===== config.mk =====
export PLATFORM = sky130hd
export DESIGN_NAME = key_filter_flat
export DESIGN_NICKNAME = d
export VERILOG_FILES = /design/src/rtl/key_filter_if.sv /design/src/rtl/key_filter.sv /design/src/flat_wrapper.sv
export SDC_FILE = /design/constraint.sdc
export NUM_CORES = 1
export LEC_CHECK = 0
export ABC_CLOCK_PERIOD_IN_PS = 3500
export CORE_MARGIN = 3
export CORE_UTILIZATION = 60
export CTS_CLUSTER_SIZE = 25
export DETAILED_ROUTE_END_ITERATION = 7
export PLACE_DENSITY = 0.82
export SYNTH_ARGS = -nofsm -noshare
export SYNTH_HDL_FRONTEND = slang
export SYNTH_SLANG_ARGS = --single-unit

===== constraint.sdc =====
create_clock -name clk -period 3.5 [get_ports clk]
set_input_delay 1.05 -clock clk [delete_from_list [all_inputs] [get_ports clk]]
set_output_delay 1.05 -clock clk [all_outputs]
set_load 0.01 [all_outputs]

===== src/rtl/key_filter_if.sv =====
// Key filter signal bundle: raw active-low key in, debounced level and edge strobes out.
interface key_filter_if;
  logic pi_key;
  logic po_key_level;
  logic po_press_flag;
  logic po_release_flag;

  modport master (output pi_key, input po_key_level, po_press_flag, po_release_flag);
  modport slave  (input pi_key, output po_key_level, po_press_flag, po_release_flag);
endinterface


===== src/rtl/key_filter.sv =====
// Push-button debouncer: two-flop synchroniser feeding a stable-count FSM that
// emits a registered active-high level plus one-cycle press/release strobes.
module key_filter #(
  parameter int CNT_MAX = 999_999
) (
  input logic        clk,
  input logic        rst,
  key_filter_if.slave kif
);
  localparam int CNT_W = $clog2(CNT_MAX + 1);
  localparam logic [CNT_W-1:0] CNT_LAST = CNT_W'(CNT_MAX);

  typedef enum logic [1:0] {IDLE, PRESS_FILT, PRESSED, REL_FILT} state_t;

  state_t           state;
  logic [CNT_W-1:0] cnt;
  logic             s1;
  logic             key_s;
  logic             key_level;
  logic             press_flag;
  logic             release_flag;

  always_ff @(posedge clk or posedge rst) begin
    if (rst) begin
      s1           <= 1'b1;
      key_s        <= 1'b1;
      state        <= IDLE;
      cnt          <= '0;
      key_level    <= 1'b0;
      press_flag   <= 1'b0;
      release_flag <= 1'b0;
    end else begin
      s1           <= kif.pi_key;
      key_s        <= s1;
      press_flag   <= 1'b0;
      release_flag <= 1'b0;
      case (state)
        IDLE: begin
          cnt <= '0;
          if (!key_s) state <= PRESS_FILT;
        end
        PRESS_FILT: begin
          if (key_s) begin
            state <= IDLE;
            cnt   <= '0;
          end else if (cnt == CNT_LAST) begin
            state      <= PRESSED;
            key_level  <= 1'b1;
            press_flag <= 1'b1;
            cnt        <= '0;
          end else begin
            cnt <= cnt + 1'b1;
          end
        end
        PRESSED: begin
          cnt <= '0;
          if (key_s) state <= REL_FILT;
        end
        REL_FILT: begin
          // A low sample here is contact bounce: stay pressed, no strobe.
          if (!key_s) begin
            state <= PRESSED;
            cnt   <= '0;
          end else if (cnt == CNT_LAST) begin
            state        <= IDLE;
            key_level    <= 1'b0;
            release_flag <= 1'b1;
            cnt          <= '0;
          end else begin
            cnt <= cnt + 1'b1;
          end
        end
        default: begin
          state <= IDLE;
          cnt   <= '0;
        end
      endcase
    end
  end

  assign kif.po_key_level    = key_level;
  assign kif.po_press_flag   = press_flag;
  assign kif.po_release_flag = release_flag;
endmodule


===== src/flat_wrapper.sv =====
// flat-port wrapper written by rule: the top's interface ports become plain ports
module key_filter_flat 
#(
  parameter int CNT_MAX = 999_999
)
  (clk, rst, kif_pi_key, kif_po_key_level, kif_po_press_flag, kif_po_release_flag);
  key_filter_if kif_i ();
  input logic clk;
  input logic rst;
  input wire logic [$bits(kif_i.pi_key)-1:0] kif_pi_key;
  output wire logic [$bits(kif_i.po_key_level)-1:0] kif_po_key_level;
  output wire logic [$bits(kif_i.po_press_flag)-1:0] kif_po_press_flag;
  output wire logic [$bits(kif_i.po_release_flag)-1:0] kif_po_release_flag;
  assign kif_i.pi_key = kif_pi_key;
  assign kif_po_key_level = kif_i.po_key_level;
  assign kif_po_press_flag = kif_i.po_press_flag;
  assign kif_po_release_flag = kif_i.po_release_flag;
  key_filter #(.CNT_MAX(CNT_MAX)) u_core (.clk(clk), .rst(rst), .kif(kif_i));
endmodule

# --- Yosys cells after proc, flatten, opt, wreduce, memory -nomap -nowiden ---
# Cells that the tools add are included.
word_totals:
  ramBits: 0
  out_inout_bits: 3
  ff_bits: 27
  mem_count: 0
  mem_bits_ro: 0
  latch_bits: 0
  wordCells: 46
op_classes:
  multipliers: 0
  reduce_logical: 5
  div: 0
  muxes: 21
  shifts: 0
  n_lt_le_gt_ge: 0
  addsub: 1
  n_bitwise: 0
  n_eq_ne: 12
op_table:
  columns: ["operator", "count"]
  rows:
  - ["$mux 20", 3]
  - ["$pmux 20 s3", 1]
  - ["$add 20x1->20 const B", 1]
  - ["$eq 20x20->1 const B", 1]
  - ["$mux 2", 6]
  - ["$mux 1", 9]
  - ["$ne 2x1->1 const B", 4]
  - ["$pmux 2 s4", 1]
  - ["$reduce_and 5->1", 1]
  - ["$eq 2x2->1 const B", 2]
  - ["$ne 2x2->1 const B", 2]
  - ["$reduce_and 4->1", 1]
  - ["$ne 3x1->1 const B", 1]
  - ["$ne 3x3->1 const B", 1]
  - ["$eq 2x1->1 const B", 1]
  - ["$logic_not 2->1", 1]
  - ["$pmux 1 s2", 1]
  - ["$reduce_bool 2->1", 1]
  - ["$reduce_or 2->1", 1]

# --- Depth between registers and ports, before layout ---
logic_depth:
  word_depth: 4
  depth_mapped: 6
  mapped_depth_nobuf: 4

# --- Worst setup path before layout ---
# No wires, ideal clock.
synth_timing:
  path_kind: "register to register"
  start: "register u_core.cnt[0]"
  end: "register with a tool-made name"
  arrival_ps: 1533
  setup_ps: 125
  slack_ps: 1842
  required_time_ps: 3375
  path_stages_with_launch: 6
  cell_sequence: "dfrtp_1 -> ha_1 -> clkbuf_1 -> nand4_2 -> nor3_1 -> mux2_2"
synth_rtl:
  columns: ["item", "line_no", "rtl"]
  rows:
  - ["start, declared", "key_filter.sv:16", "logic [CNT_W-1:0] cnt;"]
  - ["start signal, assigned", "key_filter.sv:52", "cnt <= cnt + 1'b1;"]
  - ["start signal, assigned", "key_filter.sv:70", "cnt <= cnt + 1'b1;"]

# --- Final worst setup path ---
layout_timing:
  start: "register u_core.key_level, in the netlist u_core.kif.po_key_level"
  end: "output kif_po_key_level"
layout_rtl:
  columns: ["item", "line_no", "rtl"]
  rows:
  - ["start, declared", "key_filter.sv:19", "logic key_level;"]
  - ["start signal, assigned", "key_filter.sv:29", "key_level <= 1'b0;"]
  - ["start signal, assigned", "key_filter.sv:48", "key_level <= 1'b1;"]
  - ["start signal, assigned", "key_filter.sv:66", "key_level <= 1'b0;"]
  - ["end, declared", "flat_wrapper.sv:11", "output wire logic [$bits(kif_i.po_key_level)-1:0] kif_po_key_level;"]
# No word-level cell between the ends.

==> reports/results.ini <==
[clocking]
cts_root_buf=clkbuf_4
ctsHoldBuffers=0
cts_setup_buffers=0
cts-resized-gates=0
numClockSinks=27
insertion_delay_ns=0.34
path_clk_slew_ns=0.14
cts_tree=built
cts_buffers=3
cts.path.max_buffers=2
h-tree-depth=1

[synthesis]
synth.area.mux_share=0.00864
synth.distinct_cells=37
synthAdderAreaFrac=0.00960
synth-simple-area-share=0.253
yosysWarnings=0
synth-compound-area-share=0.0969
syn_area_sq_um=1300
synth_top_family_by_area=simple AND/OR/NAND/NOR gates
syn_nets=126
syn_avg_cell_area_sq_um=10.7
synthCells=122
synthXorXnorAreaFrac=0.0739
yosys_register_bits=27
ys_seq_area_frac=0.520

[detailed_routing]
wl_um=2310
vias=922
route.detailed.drc=0
ant_nets=0
via_per_inst=5.99
dr.pass1.iters=4
drt-initial-drc-count=17
wl_per_cell_um=15.0

[worst_setup_path]
critPathKind=flop to output pin
crit_family=buffers and inverters
regToRegStartpoint=u_core.cnt[2]
reg2reg_depth=4
path_max_fanout=3
crit_end=kif_po_key_level
r2r_slack_ns=1.45
required_ns=2.45
path_cells=clkdlybuf4s50_1
slowest_stage=clkdlybuf4s50_1
reg2reg_to=u_core.cnt[5]
startpoint=u_core.kif.po_key_level
start_kind=flop
endpoint_kind=output pin
crit_arrival_ns=1.27
critPathBufInv=1
worst-path-stages=1
critPathMaxStageDelay_ns=0.54

[sta]
worst_slew_pin_slew_ns=0.803
grt_setup_unrepaired=no
finalSetupViolations=0
final-hold-violation-count=0
finalCritPeriodShare=0.663
finalSetupTns_ns=0
finalCriticalPeriod_ns=2.32
slew_viol_final=0
fin_ws_ns=1.18
fin_skew_ns=0.00375
max_freq_ghz=0.431
slew_headroom=0.463
whs_ns=0.366

[run_status]
status=finished clean

[place]
post-place-ws_ns=1.46
place_area_sq_um=1360
gp_congestion=0.758
dp.final_hpwl_um=1650
dp_cells=150
io_buffers=5

[power_and_ir_drop]
sw_frac_of_total=0.229
pwr-share-seq=0.674
power.share.clock=0.290
comb_power_share=0.035
p_leak_nw=0.586
power_density_nw_per_um2=340
vdd_ir_drop_max_mv=0.290
internal-power_uw=364
switching_power_uw=108

[finish]
insertedDiodeCount=0
layout.nets=132
layout-drive-gt1-share=0.134
stdcell_count=154
final_cell_area_sq_um=1390
area_delta_synth_final_pct=6.53

[die]
rows=16
die_y_um=52.6
core_sq_um=2000
dieArea_sq_um=2770
die_w_um=52.6
pin_count=6
start_util=0.651

[grt]
grt_overflow_total=0
grt_usage=0.204
grt_pass1_wl_um=4040
grt_max_degree=23
antenna_found_initial=0
first_global_vias=857

[job]
drv_cap=0

[worst_hold_path]
hold_path.class=flop to flop

cells by family after synthesis:
group           count (synthesis)
mux                             1
compound gates                 19
xor+xnor                       11
fa+ha+maj                       1
simple gates                   54
flops                          27
buf+inv                         9
metrics by stage:
stage / total power [mW] / utilization
floorplan: 0.335 / -
global placement: 0.340 / 0.680
detailed placement: 0.341 / 0.680
CTS: 0.477 / 0.694
global route: 0.488 / 0.694
finish: 0.472 / 0.694
how the worst min path moves through the flow:
stage          cells past startpoint           end  slack (ns)  startpoint
5_1_grt                            0  u_core.key_s        0.37   u_core.s1
2_1_floorplan                      0  u_core.key_s        0.35   u_core.s1
4_1_cts                            0  u_core.key_s        0.37   u_core.s1
3_5_place_dp                       0  u_core.key_s        0.35   u_core.s1
3_3_place_gp                       0  u_core.key_s        0.35   u_core.s1
6_report                           0  u_core.key_s        0.37   u_core.s1
state kept, by name, summed over array words and instances, names as in the netlist, named ones only:
signal                      count
u_core.key_s                    1
u_core.kif.po_press_flag        1
u_core.s1                       1
u_core.state                    1
u_core.kif.po_key_level         1
u_core.cnt                     20
u_core.kif.po_release_flag      1
cell usage after synthesis (all sizes together):
cell type	n	area, sq um
mux2	1	11.3
o21ai	3	15.0
nor4b	2	17.5
and2	1	6.26
dfstp	2	52.6
clkbuf	2	7.51
or4	5	41.3
nor3	1	5.00
a2bb2oi	1	8.76
nor4	1	6.26
and3	4	26.3
nor3b	1	7.51
dfrtp	25	626
o41ai	1	8.76
or3	3	21.3
o31ai	5	37.5
xor2	10	87.6
xnor2	1	8.76
nand4	6	58.8
a21oi	8	43.8
o211ai	1	12.5
buf	3	26.3
nor2b	1	6.26
and4	3	28.8
ha	1	12.5
nand3	6	30.0
nor2	12	45.0
inv	4	15.0
nand2	8	30.0
power groups by stage:
| stage | Clock (mW) | Combinational (mW) | Sequential, mW |
|---|---|---|---|
| 4_1_cts | 0.142 | 0.0175 | 0.318 |
| 2_1_floorplan | 0 | 0.0118 | 0.323 |
| 3_3_place_gp | 0 | 0.0168 | 0.324 |
| 6_report | 0.137 | 0.0167 | 0.318 |
| 5_1_grt | 0.150 | 0.0196 | 0.319 |
| 3_5_place_dp | 0 | 0.0174 | 0.324 |
cells in the final DEF (no fill, tap or decap), drive strengths merged:
cell type / instances
a21oi: 8
nand2: 8
o41ai: 1
nand4: 6
o211ai: 1
dfrtp: 25
clkinv: 1
o21ai: 3
xnor2: 1
nor2: 12
nor2b: 1
nor3b: 1
ha: 1
mux2: 1
and4: 3
and2: 1
nor3: 1
nor4: 1
clkbuf: 3
buf: 1
nor4b: 2
or4: 5
o31ai: 5
or3: 3
clkdlybuf4s50: 5
xor2: 10
a2bb2oi: 1
inv: 4
nand3: 6
and3: 4
dfstp: 2
metal layers:
metal | routed length, um | vias up | GRT usage | part of all wire
met5 | 0 | - | 0 | 0
met4 | 48 | 0 | 0.102 | 0.021
met3 | 72 | 6 | 0.0456 | 0.031
met2 | 1130 | 11 | 0.314 | 0.49
met1 | 1060 | 452 | 0.270 | 0.46
li1 | - | 453 | - | -
worst reg2reg max path, stage by stage, from the launching register on:
cell,delay [ns]
dfrtp_1,0.45
and4_1,0.43
nand4_2,0.21
o211ai_2,0.70
nor2_1,0.13
area by class of cell:
cell class | count | area (sq um)
Sequential cell | 27 | 678
Fill cell | 163 | 613
Multi-Input combinational cell | 86 | 577
Timing Repair Buffer | 6 | 57.6
Tap cell | 27 | 33.8
Clock buffer | 3 | 22.5
Inverter | 4 | 15.0
Clock inverter | 1 | 5.00
No activity file was read; power rests on OpenSTA's default activity.
==> variant: new RTL, same flow settings <==
Re-encode `state_t` (4 states) as Gray code, 2 bits wide.
--- a/src/rtl/key_filter.sv
+++ b/src/rtl/key_filter.sv
@@ -10,7 +10,7 @@
   localparam int CNT_W = $clog2(CNT_MAX + 1);
   localparam logic [CNT_W-1:0] CNT_LAST = CNT_W'(CNT_MAX);
 
-  typedef enum logic [1:0] {IDLE, PRESS_FILT, PRESSED, REL_FILT} state_t;
+  typedef enum logic [1:0] {IDLE = 2'b00, PRESS_FILT = 2'b01, PRESSED = 2'b11, REL_FILT = 2'b10} state_t;
 
   state_t           state;
   logic [CNT_W-1:0] cnt;
Formal check against the unedited RTL: same outputs for any inputs over 10 cycles, from zero or initial values and one cycle with rst high; not proved beyond that.
==> variant against the original RTL <==
Sequential cell count unchanged. Synthesized area up 11%. First-iteration DRC count up 5.9%. Setup slack better by 3.0 ps. Design area up 11%. Wire length up 9.3%. Core utilization down 1.1 points. Highest routed layer unchanged.
Power is not compared: it rests on default switching activity, and its combinational part moved more than twofold at a synthesized area within 25%.
==> variant: results (changes against the original RTL) <==
Finish
  – Layout cells sized above 1: 9.03% (-4.4 points)
  – Final Instance Count excl. Fillers: 172 (+12%)
  – Top flop regs: u_core.cnt (20), u_core.state (2)
  – Ant diodes: 0 (unchanged)
  – Fillers: 188 (+15%)

Worst setup path
  – Critical Path AT: 1270 ps (about the same)
  – R2R setup slack: 1540 ps (+90 ps)
  – Worst-path maximum fanout: 3 (unchanged)
  – Worst stage delay on the critical path: 540 ps (about the same)
  – Crit path max-delay family: buffers and inverters
  – Critical R2R Capture: u_core.state[1]$_DFFE_PP0P_
  – Worst r2r path cells: 5 (+1)
  – Crit-path slowest cell: clkdlybuf4s50_1
  – FF-to-FF Start: u_core.cnt[0]$_DFF_PP0_

Global route
  – Initial antenna violation count: 0 (unchanged)
  – Gr usage total: 20.8% (+0.38 points)
  – Pin count of the biggest net entering global routing: 28 (+22%)
  – First-pass GRT wire length: 4.46 mm (+10%)

Outcome
  – Status: finished, final reports clean

Place
  – DP Wirelength: 1.86 mm (+13%)
  – GPL Wtd Cong: 0.773 (+1.9%)
  – IO Port Bufs: 5 (unchanged)

Clocking
  – Clk slew on worst S/H paths: 150 ps
  – PostCTS Resize Cnt: 0 (unchanged)
  – H-Tree Depth: 1 (unchanged)
  – Inserted Clock Buffers: 3 (unchanged)
  – Postcts setup bufs: 0 (unchanged)

Hold path
  – Worst Hold Class: flop to flop
  – Hold_sp: u_core.s1$_DFF_PP1_
  – Hold worst-path end: u_core.key_s$_DFF_PP1_
  – Hold Path Depth: 0 (unchanged)

Timing
  – Skew final: 9.22 ps (+5.47 ps)
  – Slew @ Worst Pin: 484 ps (-319 ps)
  – Worst hold margin: 368 ps (+1.77 ps)
  – Period utilisation layout: 66.3% (-0.087 points)

Run
  – Max Cap Viol: 0 (unchanged)

Synth
  – Synth area leaders: dfrtp_1 (43%), xor2_1 (6.0%), ha_1 (5.2%), nor2_1 (3.9%), dfstp_2 (3.6%)
  – Library cells used by synthesis: 37 (unchanged)
  – Fraction of the mapped netlist area in adder cells: 5.18% (+4.2 points)
  – Post-synthesis mux area share: 3.71% (+2.8 points)
  – Seq/Total Area, Yosys: 46.8% (-5.3 points)
  – XOR/XNOR share of the synthesized area: 7.25% (-0.14 points)
  – Compound-cell area share of the yosys netlist: 8.71% (-0.98 points)
  – Commonest cells in the netlist: dfrtp_1 (25), nor2_1 (15), xor2_1 (10), a21oi_1 (8), nand2_1 (8)
  – Net Count, Synth: 147 (+17%)
  – Post-synth ARST share: 100% (unchanged)
  – Syn Inst Count: 138 (+13%)

Pwr
  – Leak pwr: 0.667 nW
  – Max rail drop VDD: 384 uV

Drt
  – Initial DRC count: 18 (+1)
  – Via count: 1036 (+12%)
  – Drt total wl: 2.53 mm (+9.3%)
[variant: layer usage]
layer	GRT usage (%)	up-vias	share of wire [%]
met5	0	-	0
met4	9.31	0	2.2
met3	5.09	9	3.7
met2	33.3	24	47
met1	26.6	503	47
li1	-	500	-
[variant: worst max-delay path by stage]
stage,start,endpoint,slack [ps],cells past startpoint
2_1_floorplan,u_core.key_s$_DFF_PP1_,u_core.state[1]$_DFFE_PP0P_,1640,4
3_3_place_gp,u_core.kif.po_key_level$_DFFE_PP0P_,kif_po_key_level,1570,1
3_5_place_dp,u_core.kif.po_key_level$_DFFE_PP0P_,kif_po_key_level,1560,1
4_1_cts,u_core.kif.po_key_level$_DFFE_PP0P_,kif_po_key_level,1170,1
5_1_grt,u_core.kif.po_key_level$_DFFE_PP0P_,kif_po_key_level,1130,1
6_report,u_core.kif.po_key_level$_DFFE_PP0P_,kif_po_key_level,1180,1
[variant: kinds of logic after synthesis]
kind of cell | Yosys count
AOI/OAI and AO/OA | 18
adders and majority gates | 6
and+or+nand+nor | 60
buffers and inverters | 10
xor gates and xnor gates | 12
DFF | 27
muxes | 5
[variant: stage by stage]
stage | area [um^2] | setup WS, ps | util (%)
2_1_floorplan | 1450 | 1640 | -
3_3_place_gp | 1510 | 1570 | 67.1
3_5_place_dp | 1510 | 1560 | 67.1
4_1_cts | 1540 | 1170 | 68.3
5_1_grt | 1540 | 1130 | 68.3
6_report | 1540 | 1180 | 68.3
[variant: where the power goes]
| group | internal (mW) | total [mW] | leakage (nW) | switching (mW) |
|---|---|---|---|---|
| clock | 0.0429 | 0.134 | 0.0177 | 0.0909 |
| combinational | 0.102 | 0.233 | 0.288 | 0.131 |
| sequential | 0.339 | 0.366 | 0.361 | 0.0266 |
| total | 0.484 | 0.732 | 0.667 | 0.249 |
[variant: layout make-up]
class,count,share of cell area (%)
Multi-Input combinational cell,101,46.7
Tap cell,28,2.27
Clock buffer,3,1.46
Timing Repair Buffer,6,3.74
Sequential cell,27,44.0
Inverter,6,1.46
Clock inverter,1,0.325
